--- config.mk ---
export PLATFORM = sky130hd
export DESIGN_NAME = my_isolation_ctrl
export DESIGN_NICKNAME = d
export VERILOG_FILES = /design/src/rtl/my_isolation_ctrl.sv
export SDC_FILE = /design/constraint.sdc
export NUM_CORES = 1
export LEC_CHECK = 0
export CORE_AREA = 2 2 104 106
export DETAILED_ROUTE_END_ITERATION = 12
export DIE_AREA = 0 0 106 108
export HOLD_SLACK_MARGIN = 0.03
export PLACE_DENSITY = 0.67
export SLEW_MARGIN = 20
export SYNTH_ARGS = -nofsm -noshare
export SYNTH_HDL_FRONTEND = slang
export SYNTH_SLANG_ARGS = --single-unit
--- constraint.sdc ---
create_clock -name iClk -period 2.75 [get_ports iClk]
set_input_delay 0.55 -clock iClk [delete_from_list [all_inputs] [get_ports iClk]]
set_output_delay 0.55 -clock iClk [all_outputs]
set_load 0.005 [all_outputs]
--- src/rtl/my_isolation_ctrl.sv ---
// Sequenced multi-lane operand-isolation controller: per-lane ISO/WAKE/OPEN FSM with wake delay and global force clamp.
// Optional MY_ISOLATION_HOLD_EN: clamp to the last passed value instead of zero.
module my_isolation_ctrl #(
    parameter int ISOLATION_DATA_WIDTH = 32,
    parameter int NUM_CHANNELS         = 4,
    parameter int WAKE_CYCLES          = 2
) (
    input  logic                                         iClk,
    input  logic                                         iReset,
    input  logic [NUM_CHANNELS*ISOLATION_DATA_WIDTH-1:0] iData_In,
    input  logic [NUM_CHANNELS-1:0]                      iChan_Enable,
    input  logic                                         iForce_Iso,
    output logic [NUM_CHANNELS*ISOLATION_DATA_WIDTH-1:0] oIsolated_Out,
    output logic [NUM_CHANNELS-1:0]                      oChan_Open,
    output logic                                         oAll_Iso
);

    localparam int W     = ISOLATION_DATA_WIDTH;
    localparam int CNT_W = (WAKE_CYCLES > 0) ? $clog2(WAKE_CYCLES + 1) : 1;
    localparam logic [CNT_W-1:0] CNT_ZERO  = CNT_W'(0);
    localparam logic [CNT_W-1:0] CNT_ONE   = CNT_W'(1);
    localparam logic [CNT_W-1:0] WAKE_LOAD = (WAKE_CYCLES > 0) ? CNT_W'(WAKE_CYCLES - 1) : CNT_W'(0);

    typedef enum logic [1:0] {
        ISO  = 2'd0,
        WAKE = 2'd1,
        OPEN = 2'd2
    } laneState_t;

    logic [NUM_CHANNELS-1:0] laneIso_s;

    for (genvar c = 0; c < NUM_CHANNELS; c++) begin : gLane
        laneState_t     state_r;
        laneState_t     nextState_s;
        logic [CNT_W-1:0] cnt_r;
        logic [CNT_W-1:0] nextCnt_s;
        logic           laneEn_s;
        logic           pass_s;
        logic [W-1:0]   clamp_s;

        assign laneEn_s = iChan_Enable[c];
        // Force gates the data path directly so the clamp does not wait for the FSM
        assign pass_s   = (state_r == OPEN) && !iForce_Iso;

        // Lane state and settle counter
        always_ff @(posedge iClk or posedge iReset) begin
            if (iReset) begin
                state_r <= ISO;
                cnt_r   <= CNT_ZERO;
            end else begin
                state_r <= nextState_s;
                cnt_r   <= nextCnt_s;
            end
        end

        // Lane next-state: release only after WAKE_CYCLES+1 consecutive enabled samples
        always_comb begin
            nextState_s = state_r;
            nextCnt_s   = cnt_r;
            case (state_r)
                ISO: begin
                    if (laneEn_s && !iForce_Iso) begin
                        if (WAKE_CYCLES == 0) begin
                            nextState_s = OPEN;
                        end else begin
                            nextState_s = WAKE;
                            nextCnt_s   = WAKE_LOAD;
                        end
                    end else begin
                        nextState_s = ISO;
                    end
                end
                WAKE: begin
                    if (iForce_Iso || !laneEn_s) begin
                        nextState_s = ISO;
                        nextCnt_s   = CNT_ZERO;
                    end else if (cnt_r == CNT_ZERO) begin
                        nextState_s = OPEN;
                    end else begin
                        nextCnt_s = cnt_r - CNT_ONE;
                    end
                end
                OPEN: begin
                    if (iForce_Iso || !laneEn_s) begin
                        nextState_s = ISO;
                    end else begin
                        nextState_s = OPEN;
                    end
                end
                default: begin
                    nextState_s = ISO;
                    nextCnt_s   = CNT_ZERO;
                end
            endcase
        end

`ifdef MY_ISOLATION_HOLD_EN
        logic [W-1:0] hold_r;

        // Capture every value actually passed so the clamp repeats the last one
        always_ff @(posedge iClk or posedge iReset) begin
            if (iReset) begin
                hold_r <= {W{1'b0}};
            end else if (pass_s) begin
                hold_r <= iData_In[c*W +: W];
            end else begin
                hold_r <= hold_r;
            end
        end

        assign clamp_s = hold_r;
`else
        assign clamp_s = {W{1'b0}};
`endif

        assign oIsolated_Out[c*W +: W] = pass_s ? iData_In[c*W +: W] : clamp_s;
        assign oChan_Open[c]           = (state_r == OPEN);
        assign laneIso_s[c]            = (state_r == ISO);
    end

    assign oAll_Iso = &laneIso_s;

endmodule

==> metrics, run 1 <==
Die Y=roughly 110 µm; Die Span X=approximately 110 µm; CTS tree=done; layout cells sized above 1=0.0428; Synth warnings=0; worst hold slack=approximately 0.54 ns; Placed Area=around 5000 µm²; Core Box Area=between 10,000 and 15,000 µm²; Hold Fails Final Rpt=0; crit end category=primary output; area grow syn2layout=145%; Tightest Pin Transition=around 0.68 ns; vias in the first global route=approximately 2,600; initial DRC count=95; outcome=finished clean; clk_skew=~0.00036 ns; most used cell, CP=clkdlybuf4s50_1; maxcap violations=0; Final min period=approximately 2.7 ns; clock root buffer=clkbuf_8; top cell type's share of synthesized area=0.389; Pre-antenna DRT Iters=4; Crit-path slowest cell=clkdlybuf4s50_1; row cnt=37; register bit count reported by yosys=16; clock sinks=16; worst-case clock buffer depth=2; via count=between 2,000 and 3,000; Post-Synthesis Cells=approximately 270; Tot GR Track Use=0.153; initial antenna violation count=0; half-perimeter wire length after placement=between 8 and 9 mm; Synth area leaders=and2_1 39%, dfrtp_1 19%, ha_1 12%; Crit. Startpoint=iForce_Iso; Critical Path Source Type=input port; diode count=0; crit path cell chain=clkdlybuf4s50_1 -> buf_4 -> nor2b_4 -> clkbuf_16 -> and2_1 -> clkdlybuf4s50_1; unrepaired setup endpoints after global routing=true; Critical Path Max Stage Delay=0.51 ns; # DRC=0; fmax=about 370 MHz; Critical Path End=oIsolated_Out[101]; syn_nets=about 430; cts bufs inserted=3; Ports=around 270; CP required=around 2.2 ns; path depth of the worst reg2reg path=5; postcts setup bufs=0; P_leak=2.26 nW; synth unique cells=30; Final Setup Violations=0; initial core utilization=0.204; first-pass GRT wire length=14.0 mm; total grt overflow=0; worst r2r dst=gLane[3].cnt_r[0]; PortBufs=about 270; clk_lat worst skew=0.25 ns; Max H-tree Level=1; largest net degree at the start of global routing=33; Final #Nets=695; Final Slew Violations=0; Max Fanout on Critical Path=16; Via density=~4; total wire length=9.98 mm; routability congestion estimate=0.925; Avg Inst Size Synth=approximately 7.7 µm²; power per cell area=between 150 and 200 nW/µm²; Hold WC Path Type=reg2reg; Synth Cell Area=roughly 2100 µm²; Worst-path clk slew=roughly 0.060 ns; Crit Path Category=in2out; Arr. time, crit path=between 2 and 2.5 ns; die footprint=~11,000 µm²; final antenna-violating net count=0; Core Util, Final=0.501; final period utilization=0.978; Synth area leader=and2_1; WL/cell=~15 µm; Reg-to-Reg Start=gLane[3].state_r[1]; R2R Setup Slk=around 1.2 ns; peak supply drop=0.000180 V; cell area after layout=5120 µm²; post-synthesis sequential area ratio=0.192; total power=approximately 0.00099 W; Slew HR=0.549
-- what timing repair did --
| item | 4_1_cts | 5_1_grt |
|---|---|---|
| hold endpoints to repair | 0 | 0 |
| cloned | 0 | 2 |
| gates resized for setup | 1 | 15 |
| hold buffers | 0 | 0 |
| endpoints found under the setup margin | 1 | 50 |
-- cell usage in the layout (no fill, tap or decap), types with 2 or more instances in the layout --
master / netlist / routed
a21o_1: 2 / 2
dlymetal6s2s_1: 0 / 10
nand2_1: 3 / 3
nor2b_2: 5 / 2
inv_1: 18 / 18
a21oi_1: 5 / 5
and2_1: 130 / 129
nor2b_4: 0 / 3
buf_12: 0 / 4
a221o_1: 2 / 2
buf_4: 0 / 3
ha_1: 20 / 19
clkdlybuf4s50_1: 0 / 257
nor2_1: 10 / 10
or2_2: 2 / 2
o21ai_0: 5 / 5
nor2b_1: 6 / 6
dfrtp_1: 16 / 16
o221ai_1: 2 / 2
nor3_1: 5 / 5
clkbuf_16: 0 / 2
or3b_4: 2 / 2
clkbuf_8: 0 / 3
mux2i_1: 8 / 8
nand2b_1: 8 / 8
-- state kept, by name (all words and copies together), names as in the netlist --
signal	cells
gLane.cnt_r	8
gLane.state_r	8
-- final cells by class --
| type | instances | area [µm²] |
|---|---|---|
| repair buffers | 276 | 2850 |
| flip-flops and latches | 16 | 400 |
| well taps | 136 | 170 |
| multi-input cells | 225 | 1590 |
| fillers | 980 | 5110 |
| inverters | 18 | 67.6 |
| clock buffers | 3 | 41.3 |
-- per-stage QoR --
step / TNS (ns) / instances / setup WS [ns]
after floorplan: 0 / 272 / 0.906
after global placement: 0 / 669 / 0.0368
after detailed placement: 0 / 669 / 0.0383
after CTS: 0 / 672 / 0.0145
after global routing: -0.00507 / 674 / -0.00322
final: 0 / 674 / 0.0617
-- worst min-delay path by stage --
| stage | from | to | slack, ns | cells after the start |
|---|---|---|---|---|
| floorplan | iReset | gLane[0].cnt_r[0] | 0.46 | 1 |
| global placement | gLane[3].cnt_r[1] | gLane[3].cnt_r[1] | 0.52 | 2 |
| detailed placement | gLane[2].cnt_r[1] | gLane[2].cnt_r[1] | 0.53 | 2 |
| CTS | gLane[2].cnt_r[1] | gLane[2].cnt_r[1] | 0.55 | 2 |
| global route | gLane[0].cnt_r[0] | gLane[0].cnt_r[0] | 0.58 | 1 |
| finish | gLane[2].cnt_r[1] | gLane[2].cnt_r[1] | 0.54 | 2 |
-- cell families (layout without fill, tap and decap cells) --
| kind of cell | Yosys count | count (layout) | share of synthesized area |
|---|---|---|---|
| AOI/OAI and AO/OA | 22 | 22 | 0.0719 |
| muxes | 8 | 8 | 0.0383 |
| adders and majority gates | 20 | 20 | 0.120 |
| DFF | 16 | 16 | 0.192 |
| buffers and inverters | 31 | 297 | 0.0593 |
| and+or+nand+nor | 175 | 175 | 0.519 |
-- cell usage after synthesis --
cell        n
and2_1    130
ha_1       20
inv_1      18
dfrtp_1    16
clkbuf_1   12
nor2_1     10
mux2i_1     8
nand2b_1    8
nor2b_1     6
a21oi_1     5
nor2b_2     5
nor3_1      5
o21ai_0     5
nand2_1     3
a21o_1      2
a221o_1     2
o221ai_1    2
or2_2       2
or3b_4      2
a211o_1     1
and4_1      1
buf_6       1
nand3_1     1
o211ai_1    1
o22ai_1     1
o311ai_1    1
o31ai_1     1
o32ai_1     1
or2b_1      1
or3b_1      1
-- power by group --
part           internal (W)  switching, W
combinational      0.000337      0.000177
clock             0.0000974     0.0000868
sequential         0.000266     0.0000253
total              0.000700      0.000289
-- critical path: cells and delay by family --
family	cells	cell delay, ns
AND/OR/NAND/NOR	2	0.29
buffers and inverters	4	1.30
-- routing by layer --
metal  vias up  routed length [µm]  track usage
li1       1389                   -            -
met1      1231                4270        0.197
met2        65                5250        0.275
met3         6                 416       0.0307
met4         0                  51       0.0179
met5         -                   0            0
Power figures use the tool's default switching activity.
==> run 2, diff against run 1 <==
--- a/config.mk
+++ b/config.mk
@@ -5,11 +5,12 @@
 export SDC_FILE = /design/constraint.sdc
 export NUM_CORES = 1
 export LEC_CHECK = 0
-export CORE_AREA = 2 2 104 106
+export CORE_AREA = 2 2 105 107
+export CTS_BUF_LIST = sky130_fd_sc_hd__clkbuf_8
 export DETAILED_ROUTE_END_ITERATION = 12
-export DIE_AREA = 0 0 106 108
+export DIE_AREA = 0 0 107 109
 export HOLD_SLACK_MARGIN = 0.03
-export PLACE_DENSITY = 0.67
+export PLACE_DENSITY = 0.66
 export SLEW_MARGIN = 20
 export SYNTH_ARGS = -nofsm -noshare
 export SYNTH_HDL_FRONTEND = slang
==> metrics, run 2 (synthesized netlist as in run 1, its figures left out) <==
CTS tree=done; WL/cell=approximately 15 µm; Arr. time, crit path=2.07 ns; area grow syn2layout=147%; Final min period=~2.6 ns; Crit. Startpoint=gLane[2].state_r[0]; Final Slew Violations=0; Global Route met2 Usage=0.262; met1 Usage GRT=0.212; worst-case clock buffer depth=2; half-perimeter wire length after placement=roughly 8.2 mm; Critical Path Source Type=register; largest net degree at the start of global routing=33; clk_skew=around 0.0047 ns; clk_lat worst skew=~0.25 ns; path depth of the worst reg2reg path=5; Bufs and invs on worst path=4; vias in the first global route=between 2,000 and 3,000; first-pass GRT wire length=14.2 mm; layout cells sized above 1=0.0572; Final #Nets=698; cts bufs inserted=3; outcome=finished clean; clock root buffer=clkbuf_8; Critical Path End=oIsolated_Out[75]; commonest non-fill, non-tap cell in the layout=clkdlybuf4s50_1; Critical Path Max Stage Delay=0.50 ns; final antenna-violating net count=0; peak supply drop=0.000174 V; Tot GR Track Use=0.154; Pre-antenna DRT Iters=4; Die Y=between 100 and 150 µm; Crit Path Category=reg2out; total grt overflow=0; clock sinks=16; CP required=about 2.2 ns; row cnt=38; worst r2r dst=gLane[3].cnt_r[0]; hold_buf cts=0; met3 GRT Util=0.0311; Via density=3.92; pre-CTS WS=-0.00427 ns; total power=~0.0010 W; Slew HR=0.569; initial antenna violation count=0; Worst-path clk slew=approximately 0.060 ns; Crit-path slowest cell=clkdlybuf4s50_1; Core Box Area=10,600 µm²; power per cell area=approximately 200 nW/µm²; PortBufs=between 200 and 300; R2R Setup Slk=roughly 1.2 ns; unrepaired setup endpoints after global routing=false; diode count=0; Reg-to-Reg Start=gLane[3].state_r[1]; fmax=approximately 380 MHz; Hold WC Path Type=reg2reg; Final Setup Violations=0; Worst path depth=7; initial core utilization=0.197; Max Fanout on Critical Path=9; crit end category=primary output; Tightest Pin Transition=approximately 0.65 ns; P_leak=~2.1 nW; # DRC=0; most frequent cells in the layout=265 x clkdlybuf4s50_1, 129 x and2_1, 17 x inv_1, 16 x ha_1, 16 x dfrtp_1; min setup slack post-route=~0.13 ns; routability congestion estimate=about 0.85; initial DRC count=75; registers with the most flip-flops=gLane.cnt_r: 8 flops, gLane.state_r: 8 flops; total wire length=about 10 mm; crit path cell chain=inv_2 -> ha_4 -> nor2b_4 -> clkbuf_16 -> buf_4 -> and2_1 -> clkdlybuf4s50_1; Max H-tree Level=1; via count=~2,700; Die Span X=107 µm; GRT busiest layer=met2; die footprint=~12,000 µm²; Hold Fails Final Rpt=0; crit-path leading delay family=buffers and inverters; Ports=about 270; maxcap violations=0; final period utilization=0.952; min-delay src=gLane[3].cnt_r[1]
-- run 2: layer usage --
metal	share of wire	up-vias
met4	0.0010	0
met1	0.44	1219
li1	-	1394
met2	0.52	55
met5	0	-
met3	0.038	3
-- run 2: area by class of cell --
class | count | area [µm²]
flip-flops and latches | 16 | 400
inverters | 18 | 67.6
repair buffers | 279 | 2860
clock buffers | 4 | 55.1
fillers | 1019 | 5450
well taps | 140 | 175
multi-input cells | 225 | 1590
-- run 2: worst min-delay path by stage --
| stage | to | slack (ns) | cells past startpoint |
|---|---|---|---|
| finish | gLane[3].cnt_r[1] | 0.54 | 2 |
| CTS | gLane[1].cnt_r[0] | 0.55 | 1 |
| floorplan | gLane[0].cnt_r[0] | 0.46 | 1 |
| detailed placement | gLane[1].cnt_r[0] | 0.53 | 1 |
| global placement | gLane[3].cnt_r[1] | 0.52 | 2 |
| global route | gLane[0].cnt_r[0] | 0.56 | 1 |
-- run 2: where the power goes --
part           internal [W]  switching [W]  total, W
clock              0.000127      0.0000879  0.000215
sequential         0.000266      0.0000258  0.000292
combinational      0.000341       0.000179  0.000520
-- run 2: repair_timing --
action | 4_1_cts | 5_1_grt
gates resized for setup | 3 | 9
setup buffers | 0 | 5
endpoints found under the hold margin | 0 | 0
setup endpoints to repair | 4 | 101
cloned | 0 | 2
-- run 2: worst register-to-register path, delay by kind of cell, from the launching register on --
family,cells,cell delay (ns)
AO/OA/AOI/OAI,2,0.37
adder cells (fa/ha/maj),1,0.21
buffers and inverters,1,0.09
flip-flops,1,0.42
AND/OR/NAND/NOR,1,0.35
-- run 2: metrics by stage --
step	std cells	TNS [ns]	instance area (µm²)	hold slack, ns	util
finish	682	0	5150	0.544	0.486
global route	682	0	5150	0.564	0.486
CTS	675	-0.0275	5040	0.548	0.475
detailed placement	671	-0.00427	4980	0.532	0.470
global placement	671	0	4980	0.523	0.470
floorplan	272	0	2090	0.464	-
==> run 3, diff against run 2 <==
--- a/config.mk
+++ b/config.mk
@@ -5,12 +5,12 @@
 export SDC_FILE = /design/constraint.sdc
 export NUM_CORES = 1
 export LEC_CHECK = 0
-export CORE_AREA = 2 2 105 107
+export CORE_AREA = 2 2 104 106
 export CTS_BUF_LIST = sky130_fd_sc_hd__clkbuf_8
 export DETAILED_ROUTE_END_ITERATION = 12
-export DIE_AREA = 0 0 107 109
+export DIE_AREA = 0 0 106 108
 export HOLD_SLACK_MARGIN = 0.03
-export PLACE_DENSITY = 0.66
+export PLACE_DENSITY = 0.67
 export SLEW_MARGIN = 20
 export SYNTH_ARGS = -nofsm -noshare
 export SYNTH_HDL_FRONTEND = slang
==> constraint.sdc (replaced) <==
create_clock -name iClk -period 2.6 [get_ports iClk]
set_input_delay 0.52 -clock iClk [delete_from_list [all_inputs] [get_ports iClk]]
set_output_delay 0.52 -clock iClk [all_outputs]
set_load 0.005 [all_outputs]
==> metrics, run 3 (synthesized netlist as in run 1, its figures left out) <==
PortBufs=between 200 and 300; half-perimeter wire length after placement=around 8.4 mm; R2R Setup Slk=1.01 ns; Final Slew Violations=0; Tot GR Track Use=0.156; Crit. Startpoint=iForce_Iso; registers with the most flip-flops=gLane.cnt_r: 8 flops, gLane.state_r: 8 flops; sum of negative setup slack=0 ns; Max Fanout on Critical Path=6; Ports=~270; clock sinks=16; Hold Crit Depth=2; Pre-antenna DRT Iters=4; path depth of the worst reg2reg path=5; worst r2r dst=gLane[3].cnt_r[0]; largest net degree at the start of global routing=33; Arr. time, crit path=approximately 2.1 ns; CTS tree=done; Fill cells=926; initial core utilization=0.204; diode count=0; Core Box Area=approximately 10,000 µm²; clk_skew=0.00618 ns; fmax=between 300 and 400 MHz; worst hold slack=around 0.56 ns; CP required=2.08 ns; power per cell area=roughly 200 nW/µm²; total grt overflow=0; outcome=finished clean; Slew HR=0.550; clock root buffer=clkbuf_8; Reg-to-Reg Start=gLane[3].state_r[1]; hold_buf cts=0; routability congestion estimate=approximately 0.96; first-pass GRT wire length=between 10 and 15 mm; min-delay src=gLane[2].cnt_r[1]; final antenna-violating net count=0; area grow syn2layout=159%; Tightest Pin Transition=~0.67 ns; peak supply drop=0.000353 V; initial DRC count=140; clk_lat worst skew=about 0.25 ns; Die Y=around 110 µm; maxcap violations=0; worst-case clock buffer depth=2; Max H-tree Level=1; Hold Fails Final Rpt=0; vias in the first global route=between 2,000 and 3,000; pre-CTS WS=-0.0293 ns; cts bufs inserted=3; crit end category=primary output; Final Setup Violations=0; Worst-path clk slew=around 0.070 ns; commonest non-fill, non-tap cell in the layout=clkdlybuf4s50_1; Critical Path Source Type=input port; # DRC=0; Die Span X=106 µm; Final min period=between 2 and 3 ns; most frequent cells in the layout=177 x clkdlybuf4s50_1, 130 x and2_1, 87 x dlymetal6s2s_1, 18 x inv_1, 17 x ha_1; initial antenna violation count=0; layout cells sized above 1=0.0586; Hold Path End=gLane[2].cnt_r[1]; total wire length=10.4 mm; final period utilization=0.989; Final #Nets=702; Via density=~4.0; P_leak=~3.8 nW; unrepaired setup endpoints after global routing=true; row cnt=37; WL/cell=roughly 15 µm; via count=approximately 2,800; Core Util, Final=0.529; Crit Path Category=in2out; Hold WC Path Type=reg2reg; min setup slack post-route=0.0283 ns; die footprint=roughly 11,000 µm²
run 3: changes by cell type in the layout (fill, tap and decap cells not counted), moves of 3 or more:
cell,previous run,this run
clkdlybuf4s50_1,265,177
dlymetal6s2s_1,1,87
ha_2,3,0
buf_4,5,8
nor2b_2,4,1
nor2b_4,1,4
run 3: layout make-up:
cell class                      count  area [µm²]  area share
Inverter                           18        67.6      0.0125
Multi-Input combinational cell    225        1620       0.300
Timing Repair Buffer              283        3100       0.572
Clock buffer                        4        55.1      0.0102
Sequential cell                    16         400      0.0740
Tap cell                          136         170      0.0314
run 3: power breakdown:
part | internal (W) | switching (W) | leakage (nW) | total [W]
Sequential | 0.000281 | 0.0000288 | 0.210 | 0.000310
Clock | 0.000134 | 0.0000905 | 0.0288 | 0.000225
Combinational | 0.000358 | 0.000194 | 3.52 | 0.000553
run 3: worst max-delay path by stage:
stage          slack [ns]                  to  depth (start not counted)
2_1_floorplan        0.79   oIsolated_Out[65]                          5
3_3_place_gp        -0.03  oIsolated_Out[116]                          6
3_5_place_dp        -0.03   oIsolated_Out[45]                          6
4_1_cts             -0.02   oIsolated_Out[52]                          6
5_1_grt             -0.03  oIsolated_Out[106]                          6
6_report             0.03   oIsolated_Out[15]                          9
run 3: worst max-delay path: stages:
cell and delay, ns:
clkdlybuf4s50_1 0.47, buf_6 0.16, nor2b_4 0.07, clkbuf_16 0.14
buf_4 0.14, buf_4 0.13, buf_4 0.13, and2_1 0.14
dlymetal6s2s_1 0.14
run 3: what timing repair did:
item / 4_1_cts / 5_1_grt
setup buffers: 0 / 5
resized for setup: 4 / 97
endpoints found under the setup margin: 47 / 125
gates cloned: 0 / 3
hold endpoints to repair: 0 / 0
run 3: per-stage QoR:
step	instance area, µm²	cells	total power [W]
after global placement	4980	670	0.000837
after CTS	5040	674	0.00109
final	5410	682	0.00109
after floorplan	2090	272	0.000528
after detailed placement	4980	670	0.000852
after global routing	5410	682	0.00117
run 3: routing by layer:
layer / vias up / global-route usage / part of all wire / wire [µm]
li1: 1406 / - / - / -
met1: 1271 / 0.206 / 0.42 / 4380
met2: 73 / 0.276 / 0.53 / 5520
met3: 10 / 0.0235 / 0.036 / 374
met4: 0 / 0.0226 / 0.011 / 109
met5: - / 0 / 0 / 0
